File: config.mk
export PLATFORM = sky130hd
export DESIGN_NAME = ysyx_22050019_lsu
export DESIGN_NICKNAME = d
export VERILOG_FILES = /design/src/rtl/ysyx_22050019_lsu_pkg.sv /design/src/rtl/ysyx_22050019_lsu_align.sv /design/src/rtl/ysyx_22050019_lsu.sv
export SDC_FILE = /design/constraint.sdc
export NUM_CORES = 1
export LEC_CHECK = 0
export BUFFER_PORTS_ARGS = -buffer_cell sky130_fd_sc_hd__buf_2
export CORE_ASPECT_RATIO = 1.4
export CORE_MARGIN = 2
export CORE_UTILIZATION = 30
export CTS_CLUSTER_SIZE = 25
export DETAILED_ROUTE_END_ITERATION = 7
export SYNTH_ARGS = -nofsm -noshare
export SYNTH_HDL_FRONTEND = slang
export SYNTH_HIERARCHICAL = 1
export SYNTH_SLANG_ARGS = --single-unit
File: constraint.sdc
create_clock -name clk -period 4.7 [get_ports clk]
set_input_delay 0.94 -clock clk [delete_from_list [all_inputs] [get_ports clk]]
set_output_delay 0.94 -clock clk [all_outputs]
set_load 0.01 [all_outputs]
File: src/rtl/ysyx_22050019_lsu_pkg.sv
// Shared definitions for the load/store unit.
//   - lsu_state_e  : FSM state encoding (IDLE/REQ/WAIT/RESP)
//   - R_* / W_*    : bit positions inside the decoder width codes
//                    in_r_wdth = {lw,lh,lb,lwu,lhu,lbu}, in_w_wdth = {sd,sb,sh,sw}
//   - SZ_*         : access size code (log2 of byte count)
//   - CNT_W        : width of the WAIT timeout counter
//   - decode_load / decode_store : width code -> {size, sign-extend}
package ysyx_22050019_lsu_pkg;

    typedef enum logic [1:0] {
        ST_IDLE = 2'd0,
        ST_REQ  = 2'd1,
        ST_WAIT = 2'd2,
        ST_RESP = 2'd3
    } lsu_state_e;

    localparam int R_LW  = 5;
    localparam int R_LH  = 4;
    localparam int R_LB  = 3;
    localparam int R_LWU = 2;
    localparam int R_LHU = 1;
    localparam int R_LBU = 0;

    localparam int W_SD = 3;
    localparam int W_SB = 2;
    localparam int W_SH = 1;
    localparam int W_SW = 0;

    localparam logic [1:0] SZ_B = 2'd0;
    localparam logic [1:0] SZ_H = 2'd1;
    localparam logic [1:0] SZ_W = 2'd2;
    localparam logic [1:0] SZ_D = 2'd3;

    localparam int CNT_W = 8;

    typedef struct packed {
        logic [1:0] size;
        logic       sext;
    } acc_fmt_t;

    // An all-zero load code is ld; if several bits are set the first one
    // in {lw,lh,lb,lwu,lhu,lbu} order wins.
    function automatic acc_fmt_t decode_load(input logic [5:0] code);
        acc_fmt_t f;
        if (code[R_LW]) begin
            f.size = SZ_W; f.sext = 1'b1;
        end else if (code[R_LH]) begin
            f.size = SZ_H; f.sext = 1'b1;
        end else if (code[R_LB]) begin
            f.size = SZ_B; f.sext = 1'b1;
        end else if (code[R_LWU]) begin
            f.size = SZ_W; f.sext = 1'b0;
        end else if (code[R_LHU]) begin
            f.size = SZ_H; f.sext = 1'b0;
        end else if (code[R_LBU]) begin
            f.size = SZ_B; f.sext = 1'b0;
        end else begin
            f.size = SZ_D; f.sext = 1'b0;
        end
        return f;
    endfunction

    // An all-zero store code is a 64-bit store.
    function automatic acc_fmt_t decode_store(input logic [3:0] code);
        acc_fmt_t f;
        f.sext = 1'b0;
        if (code[W_SD]) begin
            f.size = SZ_D;
        end else if (code[W_SB]) begin
            f.size = SZ_B;
        end else if (code[W_SH]) begin
            f.size = SZ_H;
        end else if (code[W_SW]) begin
            f.size = SZ_W;
        end else begin
            f.size = SZ_D;
        end
        return f;
    endfunction

endpackage

File: src/rtl/ysyx_22050019_lsu_align.sv
// Byte-lane steering for the LSU (purely combinational).
//   lane      : byte offset inside the 64-bit word (addr[2:0])
//   size      : SZ_B/H/W/D
//   sext      : sign-extend the extracted load value
//   wdata     : store value, in the low bytes
//   rdata     : aligned 64-bit word from the bus
//   wstrb     : byte strobes for the store
//   wdata_sh  : store value moved onto its lane
//   rdata_ext : load value moved to bit 0 and extended
//   misalign  : access does not sit on its natural boundary
module ysyx_22050019_lsu_align
    import ysyx_22050019_lsu_pkg::*;
(
    input  logic [2:0]  lane,
    input  logic [1:0]  size,
    input  logic        sext,
    input  logic [63:0] wdata,
    input  logic [63:0] rdata,
    output logic [7:0]  wstrb,
    output logic [63:0] wdata_sh,
    output logic [63:0] rdata_ext,
    output logic        misalign
);

    logic [63:0] rsh_s;

    // Strobes, lane-shifted write data and the alignment check.
    always_comb begin
        wdata_sh = wdata << {lane, 3'b000};
        case (size)
            SZ_B: begin
                wstrb    = 8'h01 << lane;
                misalign = 1'b0;
            end
            SZ_H: begin
                wstrb    = 8'h03 << lane;
                misalign = lane[0];
            end
            SZ_W: begin
                wstrb    = 8'h0F << lane;
                misalign = |lane[1:0];
            end
            default: begin
                wstrb    = 8'hFF;
                misalign = |lane;
            end
        endcase
    end

    // Bring the addressed bytes down to bit 0, then extend to 64 bits.
    always_comb begin
        rsh_s = rdata >> {lane, 3'b000};
        case (size)
            SZ_B: rdata_ext = {{56{sext & rsh_s[7]}},  rsh_s[7:0]};
            SZ_H: rdata_ext = {{48{sext & rsh_s[15]}}, rsh_s[15:0]};
            SZ_W: rdata_ext = {{32{sext & rsh_s[31]}}, rsh_s[31:0]};
            default: rdata_ext = rsh_s;
        endcase
    end

endmodule

File: src/rtl/ysyx_22050019_lsu.sv
// Load/store unit. Accepts one access per in_valid/in_ready handshake,
// issues an aligned 64-bit request on the data-memory bus, and returns
// extended load data (or 0 for stores/errors) to writeback.
//   in_*      : access from EXU (re/we, width codes, address, store data)
//   out_*     : result to WBU (valid/ready, rdata, err)
//   mem_req_* : request channel to data memory (held stable until ready)
//   mem_rsp_* : single-cycle response pulse from data memory
// Misaligned and no-op accesses complete without touching the bus.
// A WAIT lasting TIMEOUT cycles is aborted with out_err=1.
module ysyx_22050019_lsu
    import ysyx_22050019_lsu_pkg::*;
#(
    parameter int DATA_W  = 64,
    parameter int TIMEOUT = 255
) (
    input  logic              clk,
    input  logic              rst_n,
    input  logic              in_valid,
    output logic              in_ready,
    input  logic              in_re,
    input  logic              in_we,
    input  logic [5:0]        in_r_wdth,
    input  logic [3:0]        in_w_wdth,
    input  logic [DATA_W-1:0] in_addr,
    input  logic [DATA_W-1:0] in_wdata,
    output logic              out_valid,
    input  logic              out_ready,
    output logic [DATA_W-1:0] out_rdata,
    output logic              out_err,
    output logic              mem_req_valid,
    input  logic              mem_req_ready,
    output logic              mem_req_we,
    output logic [DATA_W-1:0] mem_req_addr,
    output logic [DATA_W-1:0] mem_req_wdata,
    output logic [7:0]        mem_req_wstrb,
    input  logic              mem_rsp_valid,
    input  logic [DATA_W-1:0] mem_rsp_rdata,
    input  logic              mem_rsp_err
);

    localparam logic [CNT_W-1:0] TO_LIMIT = CNT_W'(TIMEOUT);

    lsu_state_e        state_r, state_n;
    logic              in_ready_r, req_valid_r, out_valid_r;
    logic              req_we_r, req_we_n;
    logic [63:0]       req_addr_r, req_addr_n;
    logic [63:0]       req_wdata_r, req_wdata_n;
    logic [7:0]        req_wstrb_r, req_wstrb_n;
    logic [2:0]        lane_r, lane_n;
    acc_fmt_t          fmt_r, fmt_n;
    logic [63:0]       rdata_r, rdata_n;
    logic              err_r, err_n;
    logic [CNT_W-1:0]  cnt_r, cnt_n;

    acc_fmt_t          in_fmt_s, al_fmt_s;
    logic [2:0]        al_lane_s;
    logic [7:0]        al_wstrb_s;
    logic [63:0]       al_wdata_s, al_rdata_s;
    logic              al_mis_s;

    // Width decode of the incoming access; re wins when both re and we are set.
    always_comb begin
        if (in_re) begin
            in_fmt_s = decode_load(in_r_wdth);
        end else begin
            in_fmt_s = decode_store(in_w_wdth);
        end
    end

    // The aligner serves the request side in IDLE and the response side later.
    always_comb begin
        if (state_r == ST_IDLE) begin
            al_lane_s = in_addr[2:0];
            al_fmt_s  = in_fmt_s;
        end else begin
            al_lane_s = lane_r;
            al_fmt_s  = fmt_r;
        end
    end

    ysyx_22050019_lsu_align u_align (
        .lane      (al_lane_s),
        .size      (al_fmt_s.size),
        .sext      (al_fmt_s.sext),
        .wdata     (in_wdata),
        .rdata     (mem_rsp_rdata),
        .wstrb     (al_wstrb_s),
        .wdata_sh  (al_wdata_s),
        .rdata_ext (al_rdata_s),
        .misalign  (al_mis_s)
    );

    // Next-state and next-value logic for the access FSM.
    always_comb begin
        state_n     = state_r;
        req_we_n    = req_we_r;
        req_addr_n  = req_addr_r;
        req_wdata_n = req_wdata_r;
        req_wstrb_n = req_wstrb_r;
        lane_n      = lane_r;
        fmt_n       = fmt_r;
        rdata_n     = rdata_r;
        err_n       = err_r;
        cnt_n       = cnt_r;
        case (state_r)
            ST_IDLE: begin
                if (in_valid) begin
                    req_we_n    = in_we & ~in_re;
                    req_addr_n  = {in_addr[63:3], 3'b000};
                    lane_n      = in_addr[2:0];
                    fmt_n       = in_fmt_s;
                    cnt_n       = {CNT_W{1'b0}};
                    rdata_n     = 64'd0;
                    if (in_we & ~in_re) begin
                        req_wdata_n = al_wdata_s;
                        req_wstrb_n = al_wstrb_s;
                    end else begin
                        req_wdata_n = 64'd0;
                        req_wstrb_n = 8'h00;
                    end
                    if (!in_re && !in_we) begin
                        state_n = ST_RESP;
                        err_n   = 1'b0;
                    end else if (al_mis_s) begin
                        state_n = ST_RESP;
                        err_n   = 1'b1;
                    end else begin
                        state_n = ST_REQ;
                        err_n   = 1'b0;
                    end
                end else begin
                    state_n = ST_IDLE;
                end
            end
            ST_REQ: begin
                if (mem_req_ready) begin
                    state_n = ST_WAIT;
                    cnt_n   = {CNT_W{1'b0}};
                end else begin
                    state_n = ST_REQ;
                end
            end
            ST_WAIT: begin
                cnt_n = cnt_r + {{(CNT_W-1){1'b0}}, 1'b1};
                if (mem_rsp_valid) begin
                    state_n = ST_RESP;
                    err_n   = mem_rsp_err;
                    if (req_we_r || mem_rsp_err) begin
                        rdata_n = 64'd0;
                    end else begin
                        rdata_n = al_rdata_s;
                    end
                end else if (cnt_n == TO_LIMIT) begin
                    state_n = ST_RESP;
                    err_n   = 1'b1;
                    rdata_n = 64'd0;
                end else begin
                    state_n = ST_WAIT;
                end
            end
            ST_RESP: begin
                if (out_ready) begin
                    state_n = ST_IDLE;
                    rdata_n = 64'd0;
                    err_n   = 1'b0;
                end else begin
                    state_n = ST_RESP;
                end
            end
            default: begin
                state_n = ST_IDLE;
            end
        endcase
    end

    // State and datapath registers; handshake outputs follow the next state.
    always_ff @(posedge clk or negedge rst_n) begin
        if (!rst_n) begin
            state_r     <= ST_IDLE;
            in_ready_r  <= 1'b1;
            req_valid_r <= 1'b0;
            out_valid_r <= 1'b0;
            req_we_r    <= 1'b0;
            req_addr_r  <= 64'd0;
            req_wdata_r <= 64'd0;
            req_wstrb_r <= 8'h00;
            lane_r      <= 3'd0;
            fmt_r       <= '0;
            rdata_r     <= 64'd0;
            err_r       <= 1'b0;
            cnt_r       <= {CNT_W{1'b0}};
        end else begin
            state_r     <= state_n;
            in_ready_r  <= (state_n == ST_IDLE);
            req_valid_r <= (state_n == ST_REQ);
            out_valid_r <= (state_n == ST_RESP);
            req_we_r    <= req_we_n;
            req_addr_r  <= req_addr_n;
            req_wdata_r <= req_wdata_n;
            req_wstrb_r <= req_wstrb_n;
            lane_r      <= lane_n;
            fmt_r       <= fmt_n;
            rdata_r     <= rdata_n;
            err_r       <= err_n;
            cnt_r       <= cnt_n;
        end
    end

    assign in_ready      = in_ready_r;
    assign out_valid     = out_valid_r;
    assign out_rdata     = rdata_r;
    assign out_err       = err_r;
    assign mem_req_valid = req_valid_r;
    assign mem_req_we    = req_we_r & req_valid_r;
    assign mem_req_addr  = req_addr_r;
    assign mem_req_wdata = req_wdata_r;
    assign mem_req_wstrb = req_wstrb_r;

endmodule

Yosys cells after proc, flatten, opt, wreduce, memory -nomap -nowiden. Cells that the tools add are included. Widths: inputs -> output; s select.

Add/sub/neg operators: 1. Eq/ne operators: 12. Shift-type cells: 5. Multiplexer cells: 42. Bitwise gates (word level): 6. Reductions and logical operators: 14.

Operators by type and width (number): $mux 64 (6); $pmux 64 s3 (2); $shl 64x6->64 (1); $shr 64x6->64 (1); $pmux 8 s3 (2); $mux 3 (9); $mux 8 (3); $mux 2 (8); $mux 1 (9); $add 8x1->8 const B (1); $eq 2x2->1 const B (4); $eq 8x8->1 const B (1); $pmux 2 s4 (1); $shl 1x3->8 const A (1); $shl 2x3->8 const A (1); $shl 4x3->8 const A (1); $eq 2x1->1 const B (3); $logic_not 2->1 (3); $ne 2x2->1 const B (3); $pmux 1 s3 (2); $reduce_bool 3->1 (2); $and 1x1->1 (5); $reduce_and 4->1 (1); $ne 3x3->1 const B (1); other kinds (8) (9).

Register bits after elaboration: 218. Logic and storage cells: 94.

Logic depth before layout (Yosys ltp). Gate-level depths: netlist (run 1).

Depth after elaboration: 15. Gate-level depth with buffers: 15. Mapped depth without buffers: 14.

By module. Netlist (run 1), hierarchy kept.

By module, submodules not included: ysyx_22050019_lsu (times used 1, cells an instance 694, area each 8889.8 um^2); ysyx_22050019_lsu_align (times used 1, cells an instance 596, area each 4440.5 um^2).

Worst setup path after synthesis (run 1). No wires, ideal clock.

Path type: input port to flip-flop. Start point: input port in_r_wdth[2]. End point: register out_valid_r, in the netlist out_valid. Library setup time: 119 ps. Arrival: 3076 ps. Setup slack: 1505 ps. Stages: 14. Path buffers: 1. Cell sequence: nor2_1 a21oi_1 o21ai_0 o31ai_1 a21oi_1 inv_1 ha_1 or2_2 clkbuf_1 nor2_1 nor2_1 o21ai_0 a22oi_1 and2_1.

RTL lines: start, declared (line ysyx_22050019_lsu.sv:22) `input logic [5:0] in_r_wdth,`; end signal, assigned (line ysyx_22050019_lsu.sv:196) `out_valid_r <= (state_n == ST_RESP);`; end, declared (line ysyx_22050019_lsu.sv:44) `logic in_ready_r, req_valid_r, out_valid_r;`.

Worst setup path after layout (run 1).
Start point: register state_r[0]. End point: register req_wdata_r[58], in the netlist mem_req_wdata[58].

Word-level cells in the longest chain between the ends: 4.

RTL lines: start, declared (line ysyx_22050019_lsu.sv:43) `lsu_state_e state_r, state_n;`; start signal, assigned (line ysyx_22050019_lsu.sv:193) `state_r <= state_n;`; $logic_not 2->1 (line ysyx_22050019_lsu.sv:72) `if (state_r == ST_IDLE) begin`; $mux 3 (line ysyx_22050019_lsu.sv:72); named net al_lane_s[1] (line ysyx_22050019_lsu.sv:56) `logic [2:0] al_lane_s;`; $shl 64x6->64 (line ysyx_22050019_lsu_align.sv:29) `wdata_sh = wdata << {lane, 3'b000};`; named net al_wdata_s[58] (line ysyx_22050019_lsu.sv:58) `logic [63:0] al_wdata_s, al_rdata_s;`; $mux 64 (line ysyx_22050019_lsu.sv:114) `if (in_we & ~in_re) begin`; end signal, assigned (line ysyx_22050019_lsu.sv:199) `req_wdata_r <= req_wdata_n;`; end, declared (line ysyx_22050019_lsu.sv:47) `logic [63:0] req_wdata_r, req_wdata_n;`.

The timed path passes the listed nets, and every way through them passes these cells. A chain may end at the register's enable or synchronous reset.

==> results.json, run 1 <==
{
  "status": "finished clean",
  "final_nets": 1861,
  "cts_root_buf": "clkbuf_16",
  "dr_total_vias": 11550,
  "ant_nets": 0,
  "cts_buffers": 26,
  "routabilityCongestion": 0.8884,
  "cp_slowest_cell": "mux2_4",
  "cts_setup_buffers": 0,
  "ys_seq_area_share_pct": 40.93,
  "synth_top_cell_by_area": "dfrtp_1",
  "timing.rr.start": "state_r[0]",
  "hold_buffers": 0,
  "endpoint": "mem_req_wdata[58]",
  "netlist_top_cells_area": "dfrtp_1 (41%), mux2i_1 (13%), mux2_2 (8.7%)",
  "wl_met2_mm": 24.95,
  "syn_avg_cell_area_um2": 10.33,
  "timing.final.crit_share_pct": 78.99,
  "wire_per_inst_um": 21.89,
  "cp_max_fo": 48,
  "dp.final_hpwl_mm": 35.35,
  "cts_tree": "done",
  "hp-class": "in -> async",
  "drive_gt1_share_pct": 38.35,
  "die_h_um": 253.4,
  "yosysMostFrequentCell": "dfrtp_1",
  "grt_pass1_wl_mm": 72.73,
  "async_flop_share_pct": 100.0,
  "skew_ns": 0.01509,
  "slew_headroom_pct": 27.13,
  "synth_ff_type": "dfrtp_1",
  "r2r_setup_slack_ns": 0.99,
  "path_cells": "inv_1 -> ha_1 -> mux2_4 -> buf_4 -> mux2_2 -> o21ai_0 -> mux2i_1 -> a22o_1",
  "antenna_found_initial": 9,
  "rows": 91,
  "portBuffers": 412,
  "crit_path_start_kind": "flop",
  "overflow": 0,
  "maxCapViolCount": 0,
  "ys_ff_latch": 218,
  "synth-edff-count": 0,
  "cts.htree.levels": 1,
  "initial_core_util_pct": 30.33,
  "worstMarginPinSlew_ns": 1.089,
  "r2r_cells": 8,
  "io_pins": 416,
  "fp.dieArea_um2": 46160,
  "power_leakage_nw": 8.283,
  "grt_pass1_vias": 11950,
  "drc": 0,
  "syn_to_final_growth_pct": 24.81,
  "synth_area_um2": 13330,
  "crit_start": "state_r[0]",
  "path_clk_slew_ns": 0.06,
  "r2r_end": "mem_req_wdata[58]",
  "grt_usage_pct": 20.33,
  "worstPathArrival_ns": 4.14,
  "ys_types": 52,
  "top_layer_used": "met5",
  "netlist_instances": 1290,
  "crit_type": "reg -> reg",
  "ir_worst_vdd_v": 0.0004781,
  "clkSinkCount": 218,
  "synth_top_area_share_pct": 40.74,
  "met1Wirelength_mm": 18.21,
  "die_w_um": 182.2,
  "clock_path_buffers": 3,
  "fin_cells": 2218,
  "p_per_area_nw_per_um2": 722.5,
  "coreArea_um2": 43950,
  "hold_viol": 0,
  "grt_max_degree": 107,
  "max_freq_ghz": 0.2693,
  "routed_wl_mm": 48.54,
  "yosys_warnings": 6,
  "synth.top_cells.by_count": "dfrtp_1 (217), mux2i_1 (170), nand2_1 (135)",
  "cp_slowest_stage_delay_ns": 0.70,
  "period_minus_slack_ns": 3.713,
  "required_ns": 5.13,
  "insertion_delay_ns": 0.56,
  "first_pass_iters": 5,
  "via_per_inst": 5.208,
  "cts_resized": 0,
  "rsz0062_at_grt": "false",
  "dr_wl_met3_mm": 3.022,
  "tns_ns": 0,
  "endpoint_kind": "flop",
  "finalSetupViolCount": 0,
  "placed_cells": 2170,
  "first_iter_violations": 656,
  "maxSlewViolCount": 0
}
## worst min path at each step
stage | startpoint | end | slack [ns]
after floorplan | fmt_r[0] | fmt_r[0] | 0.45
after global placement | fmt_r[1] | fmt_r[1] | 0.46
after detailed placement | fmt_r[0] | fmt_r[0] | 0.47
after CTS | fmt_r[0] | fmt_r[0] | 0.48
after global routing | rst_n | mem_req_addr[22] | 0.49
final | rst_n | mem_req_addr[28] | 0.44
## stage by stage
stage / util, % / power, mW / cell area, um^2 / worst slack, ns / hold slack, ns
after floorplan: - / 7.908 / 13340 / 1.505 / 0.4498
after global placement: 35.80 / 9.821 / 15740 / 0.8453 / 0.4648
after detailed placement: 35.80 / 9.917 / 15740 / 0.7420 / 0.4698
after CTS: 37.83 / 12.14 / 16630 / 1.012 / 0.4838
after global routing: 37.84 / 12.75 / 16630 / 0.7673 / 0.4930
final: 37.86 / 12.02 / 16640 / 0.9873 / 0.4367
## kinds of logic after synthesis
kind of cell,after synthesis,synth area share (%)
compound gates,233,12.11
fa+ha+maj,10,0.9386
buf+inv,191,6.993
flops,218,40.93
other cells,1,0.02813
xor+xnor,1,0.1221
mux,304,26.70
simple gates,332,12.17
## critical path: cells and delay by family (launching register included)
kind / cells / cell delay, ns
AOI/OAI and AO/OA: 2 / 0.70
muxes: 3 / 1.26
adders and majority gates: 1 / 0.58
DFF: 1 / 0.41
buffers and inverters: 2 / 0.59
## metal layers
metal | up-vias | global-route usage, %
met2 | 438 | 36.70
met1 | 5709 | 22.48
li1 | 5286 | -
met5 | - | 0
met3 | 109 | 4.401
met4 | 10 | 10.14
## cell usage in the layout, fill, tap and decap left out, types with 4 or more instances in the layout
cell         n
o21bai_1     4
a21o_1       4
a22o_1      76
clkinv_2     5
buf_4       18
nand4_2     10
o22ai_1     19
ha_1        10
buf_12       4
nor3_1       4
nor2_1      70
clkbuf_1     4
mux4_2      31
buf_2      411
or2_2        5
clkbuf_16   26
o21ai_0     62
nor2b_1     16
dfrtp_1    217
bufinv_16    5
o211ai_1     7
nand4_1     23
a21oi_1     34
o2bb2ai_1   12
a22oi_1      4
nand3_1     16
diode_2      4
mux2_2     100
inv_1       76
mux2i_1    170
and3_1       6
nand2_1    134
and2_1      20
nand2b_1    16
## flip-flops by register name, indices dropped and copies added (netlist names)
name           cells
cnt_r              8
state_r            2
mem_req_wstrb      8
mem_req_wdata     64
mem_req_addr      61
mem_req_valid      1
out_valid          1
lane_r             3
out_err            1
out_rdata         64
req_we_r           1
fmt_r              3
in_ready           1
## layout make-up
cell class	count	area, um^2
fill	4383	27310
multi-input combinational	883	7004
sequential	218	5456
timing repair buffer	434	2287
tap	558	698.2
clock buffer	32	693.2
inverter	77	289.0
clock inverter	12	198.9
antenna	4	10.01
## where the power goes
part | switching, mW | internal [mW]
Sequential | 0.331 | 2.49
Combinational | 4.05 | 2.99
Clock | 0.840 | 1.32
Total | 5.22 | 6.80
No activity file was read; power rests on OpenSTA's default activity.
==> run 2, diff against run 1 <==
==> constraint.sdc (replaced) <==
create_clock -name clk -period 3.7 [get_ports clk]
set_input_delay 0.74 -clock clk [delete_from_list [all_inputs] [get_ports clk]]
set_output_delay 0.74 -clock clk [all_outputs]
set_load 0.01 [all_outputs]
==> run 2 against run 1 <==
Clock power up 20%. Wire length up 1.4%. Count of clock-buffer cells in the layout up 5. Clock skew rose by 0.0061 ns. Die area unchanged. Sequential share of layout area decreased by 0.33 points. Final cell count is 0.68% higher. Sequential cell count stayed put. Critical path depth grew 4.
==> results.json, run 2 (synthesis results as in run 1) <==
{
  "status": "finished clean",
  "die_h_um": 253.4,
  "crit_path_start_kind": "flop",
  "design_area_um2": 16810,
  "max_freq_ghz": 0.3148,
  "antenna_found_initial": 7,
  "slew_headroom_pct": 37.89,
  "worstPathArrival_ns": 3.64,
  "cts_buffers": 25,
  "first_iter_violations": 650,
  "period_minus_slack_ns": 3.176,
  "placed_cell_area_um2": 15960,
  "final_common_cell": "buf_2",
  "p_per_area_nw_per_um2": 916.5,
  "dp.final_hpwl_mm": 36.21,
  "cts_resized": 0,
  "dr_total_vias": 11620,
  "cts_root_buf": "clkbuf_16",
  "path_clk_slew_ns": 0.06,
  "crit_type": "reg -> reg",
  "clkSinkCount": 218,
  "totalPowerFinal_mw": 15.40,
  "syn_to_final_growth_pct": 26.08,
  "coreArea_um2": 43950,
  "via_per_inst": 5.204,
  "maxSlewViolCount": 0,
  "drc": 0,
  "ir_worst_vdd_v": 0.0006303,
  "hold_viol": 0,
  "endpoint_kind": "flop",
  "grt_pass1_wl_mm": 73.92,
  "fp.dieArea_um2": 46160,
  "fin_util_pct": 38.24,
  "grt_pass1_vias": 12140,
  "ant_nets": 0,
  "power_leakage_nw": 8.377,
  "overflow": 0,
  "required_ns": 4.17,
  "rsz0062_at_grt": "false",
  "hold_buffers": 0,
  "timing.final.crit_share_pct": 85.84,
  "most-common-layout-cells": "buf_2 (411), dfrtp_1 (217), mux2i_1 (170), nand2_1 (134), mux2_2 (100)",
  "insertion_delay_ns": 0.56,
  "rows": 91,
  "cts_setup_buffers": 0,
  "worstMarginPinSlew_ns": 0.9317,
  "cts.htree.levels": 1,
  "drive_gt1_share_pct": 38.89,
  "maxCapViolCount": 0,
  "io_pins": 416,
  "routed_wl_mm": 49.22,
  "final_nets": 1877,
  "first_pass_iters": 5,
  "skew_ns": 0.02120,
  "finalSetupViolCount": 0,
  "cp_max_fo": 47,
  "die_w_um": 182.2,
  "wire_per_inst_um": 22.04,
  "grt_usage_pct": 20.74,
  "tns_ns": 0,
  "routabilityCongestion": 0.9046,
  "grt_max_degree": 104,
  "cts_tree": "done",
  "clock_path_buffers": 3,
  "initial_core_util_pct": 30.33,
  "hp-class": "in -> async",
  "portBuffers": 412
}
[run 2: cell type report]
cell class                      instances  area [um^2]
Clock inverter                          8        111.4
Inverter                               77        289.0
Timing Repair Buffer                  451         2515
Fill cell                            4428        27140
Multi-Input combinational cell        883         7004
Tap cell                              558        698.2
Sequential cell                       218         5456
Antenna cell                            1        2.502
Clock buffer                           37        730.7
[run 2: critical path, stage by stage (launching register included)]
cell	delay [ns]
dfrtp_1	0.40
inv_1	0.09
ha_1	0.38
buf_4	0.24
mux2_2	0.39
ha_1	0.26
nor2b_1	0.21
nand2_1	0.07
or2_2	0.28
buf_4	0.34
nand4_1	0.19
nand2_1	0.06
mux2i_1	0.15
[run 2: metal layers]
layer	vias to the layer above	global-route usage [%]	share of wire (%)
met5	-	0	0.17
met4	12	7.742	3.4
met3	100	4.732	6.7
met2	451	38.88	53
met1	5748	22.62	36
li1	5309	-	-
[run 2: through the flow]
stage          hold WS, ns  std cells  worst slack (ns)
2_1_floorplan       0.4444       1292            0.7045
3_3_place_gp        0.4654       2187            0.3923
3_5_place_dp        0.4764       2187            0.3033
4_1_cts             0.2460       2232            0.5191
5_1_grt             0.2352       2232            0.2947
6_report            0.1830       2233            0.5238
[run 2: final timing paths]
check	start	end	slack [ns]	cells past startpoint
max	state_r[0]	out_rdata[57]	0.52	12
min	rst_n	mem_req_addr[20]	0.18	1
max reg2reg	state_r[0]	out_rdata[57]	0.52	12
min reg2reg	fmt_r[0]	fmt_r[0]	0.49	2
max in group asynchronous	rst_n	mem_req_addr[25]	2.56	2
min in group clk	in_addr[4]	mem_req_addr[4]	0.41	2
[run 2: power breakdown]
part	internal, mW	switching (mW)
Clock	1.51	1.08
Sequential	3.17	0.413
Combinational	4.03	5.20
Total	8.71	6.69
==> run 3, diff against run 2 <==
--- a/config.mk
+++ b/config.mk
@@ -6,11 +6,11 @@
 export NUM_CORES = 1
 export LEC_CHECK = 0
 export BUFFER_PORTS_ARGS = -buffer_cell sky130_fd_sc_hd__buf_2
-export CORE_ASPECT_RATIO = 1.4
+export CORE_ASPECT_RATIO = 1.5
 export CORE_MARGIN = 2
 export CORE_UTILIZATION = 30
-export CTS_CLUSTER_SIZE = 25
 export DETAILED_ROUTE_END_ITERATION = 7
+export PLACE_DENSITY = 0.51
 export SYNTH_ARGS = -nofsm -noshare
 export SYNTH_HDL_FRONTEND = slang
 export SYNTH_HIERARCHICAL = 1
==> run 3 against run 2 <==
Global-route usage fell by 0.29 points. Clock power rose by 9.3%. First-iteration DRC count is 3.4% higher.
==> results.json, run 3 (synthesis results as in run 1) <==
{
  "status": "finished clean",
  "fin_cells": 2259,
  "cts_root_buf": "clkbuf_16",
  "overflow": 0,
  "maxSlewViolCount": 0,
  "coreArea_um2": 43870,
  "initial_core_util_pct": 30.39,
  "grt_usage_pct": 20.46,
  "placed_cell_area_um2": 15940,
  "rows": 94,
  "grt_pass1_vias": 11820,
  "most-common-layout-cells": "buf_2 (411), dfrtp_1 (217), mux2i_1 (170), nand2_1 (134), mux2_2 (101)",
  "grt_max_degree": 83,
  "ant_nets": 0,
  "crit_path_start_kind": "flop",
  "crit_type": "reg -> reg",
  "fillerInstances": 4443,
  "layout_setup_ws_ns": 0.5149,
  "crit_family": "multiplexers",
  "grt_pass1_wl_mm": 72.36,
  "tns_ns": 0,
  "dp.final_hpwl_mm": 36.22,
  "hold_buffers": 0,
  "max_freq_ghz": 0.3140,
  "via_per_inst": 5.112,
  "antenna_found_initial": 12,
  "slew_headroom_pct": 50.93,
  "portBuffers": 412,
  "clock_path_buffers": 3,
  "die_h_um": 262.2,
  "required_ns": 4.12,
  "post-place-ws_ns": 0.1962,
  "dr_total_vias": 11550,
  "clkSinkCount": 218,
  "die_w_um": 176.1,
  "wire_per_inst_um": 21.55,
  "design_area_um2": 16900,
  "p_per_area_nw_per_um2": 916.1,
  "insertion_delay_ns": 0.55,
  "path_cells": "inv_1 -> ha_1 -> mux2_4 -> mux2i_1 -> o22ai_1 -> o211ai_1 -> buf_4 -> o21ai_0 -> nand2_1 -> mux2i_1",
  "cp_slowest_stage_delay_ns": 0.55,
  "fin_util_pct": 38.51,
  "drc": 0,
  "period_minus_slack_ns": 3.185,
  "io_pins": 416,
  "power_leakage_nw": 8.394,
  "hold_viol": 0,
  "endpoint_kind": "flop",
  "cts_buffers": 26,
  "path_clk_slew_ns": 0.07,
  "cts_setup_buffers": 0,
  "maxCapViolCount": 0,
  "ir_worst_vdd_v": 0.0006151,
  "cp_max_fo": 56,
  "final_common_cell": "buf_2",
  "routabilityCongestion": 0.8450,
  "fp.dieArea_um2": 46170,
  "first_iter_violations": 672,
  "cpMostUsedCell": "mux2i_1",
  "finalSetupViolCount": 0,
  "cts.htree.levels": 1,
  "skew_ns": 0.01119,
  "cp_slowest_cell": "buf_4",
  "syn_to_final_growth_pct": 26.74,
  "worstPathArrival_ns": 3.61,
  "path_buf_inv": 2,
  "worstMarginPinSlew_ns": 0.7360,
  "first_pass_iters": 7,
  "drive_gt1_share_pct": 39.18,
  "timing.final.crit_share_pct": 86.08,
  "placed_cells": 2205,
  "cts_tree": "done",
  "final_nets": 1878,
  "routed_wl_mm": 48.69,
  "cts_resized": 0,
  "hp-class": "in -> async",
  "rsz0062_at_grt": "false"
}
run 3: cell types whose count changed in the layout (fill, tap and decap cells not counted), sizes merged:
cell	before	now
bufinv	2	5
clkbuf	37	32
clkinv	4	5
clkinvlp	1	5
diode	1	6
run 3: metrics by stage:
stage / power (mW) / hold slack [ns]
6_report: 15.48 / 0.1562
3_5_place_dp: 12.74 / 0.4709
2_1_floorplan: 10.05 / 0.4444
4_1_cts: 15.66 / 0.1747
5_1_grt: 16.49 / 0.1920
3_3_place_gp: 12.67 / 0.4638
run 3: cell type report:
cell class / count / area [um^2] / share of cell area (%)
multi-input cells: 883 / 7000 / 41.44
clock buffers: 32 / 703.2 / 4.162
well taps: 576 / 720.7 / 4.266
inverters: 77 / 289.0 / 1.711
clock inverters: 16 / 232.7 / 1.377
flip-flops and latches: 218 / 5456 / 32.30
repair buffers: 451 / 2477 / 14.66
diodes: 6 / 15.01 / 0.08887
run 3: final timing paths:
kind                              from          endpoint  slack, ns  cells past startpoint
max                         state_r[0]     out_rdata[12]       0.51                     10
min                              rst_n   mem_req_addr[8]       0.16                      1
max reg2reg                 state_r[0]     out_rdata[12]       0.51                     10
min reg2reg                   fmt_r[0]          fmt_r[0]       0.48                      2
max in group asynchronous        rst_n     out_rdata[58]       2.65                      2
min in group clk           in_addr[20]  mem_req_addr[20]       0.42                      2
run 3: report_power, final:
part | internal, mW | total, mW | switching (mW)
sequential | 3.17 | 3.57 | 0.407
clock | 1.71 | 2.83 | 1.12
combinational | 3.94 | 9.08 | 5.13
total | 8.82 | 15.5 | 6.66
run 3: routing by layer:
metal	routed length [um]	vias to the layer above	global-route usage, %
met4	1832	12	8.173
li1	-	5326	-
met1	17110	5655	21.91
met2	26320	452	38.73
met3	3347	102	4.470
met5	79	-	0
run 3: worst register-to-register path, cell delays in order, from the launching register on:
cell	delay, ns
dfrtp_1	0.40
inv_1	0.09
ha_1	0.41
mux2_4	0.45
mux2i_1	0.36
o22ai_1	0.18
o211ai_1	0.18
buf_4	0.55
o21ai_0	0.26
nand2_1	0.11
mux2i_1	0.08
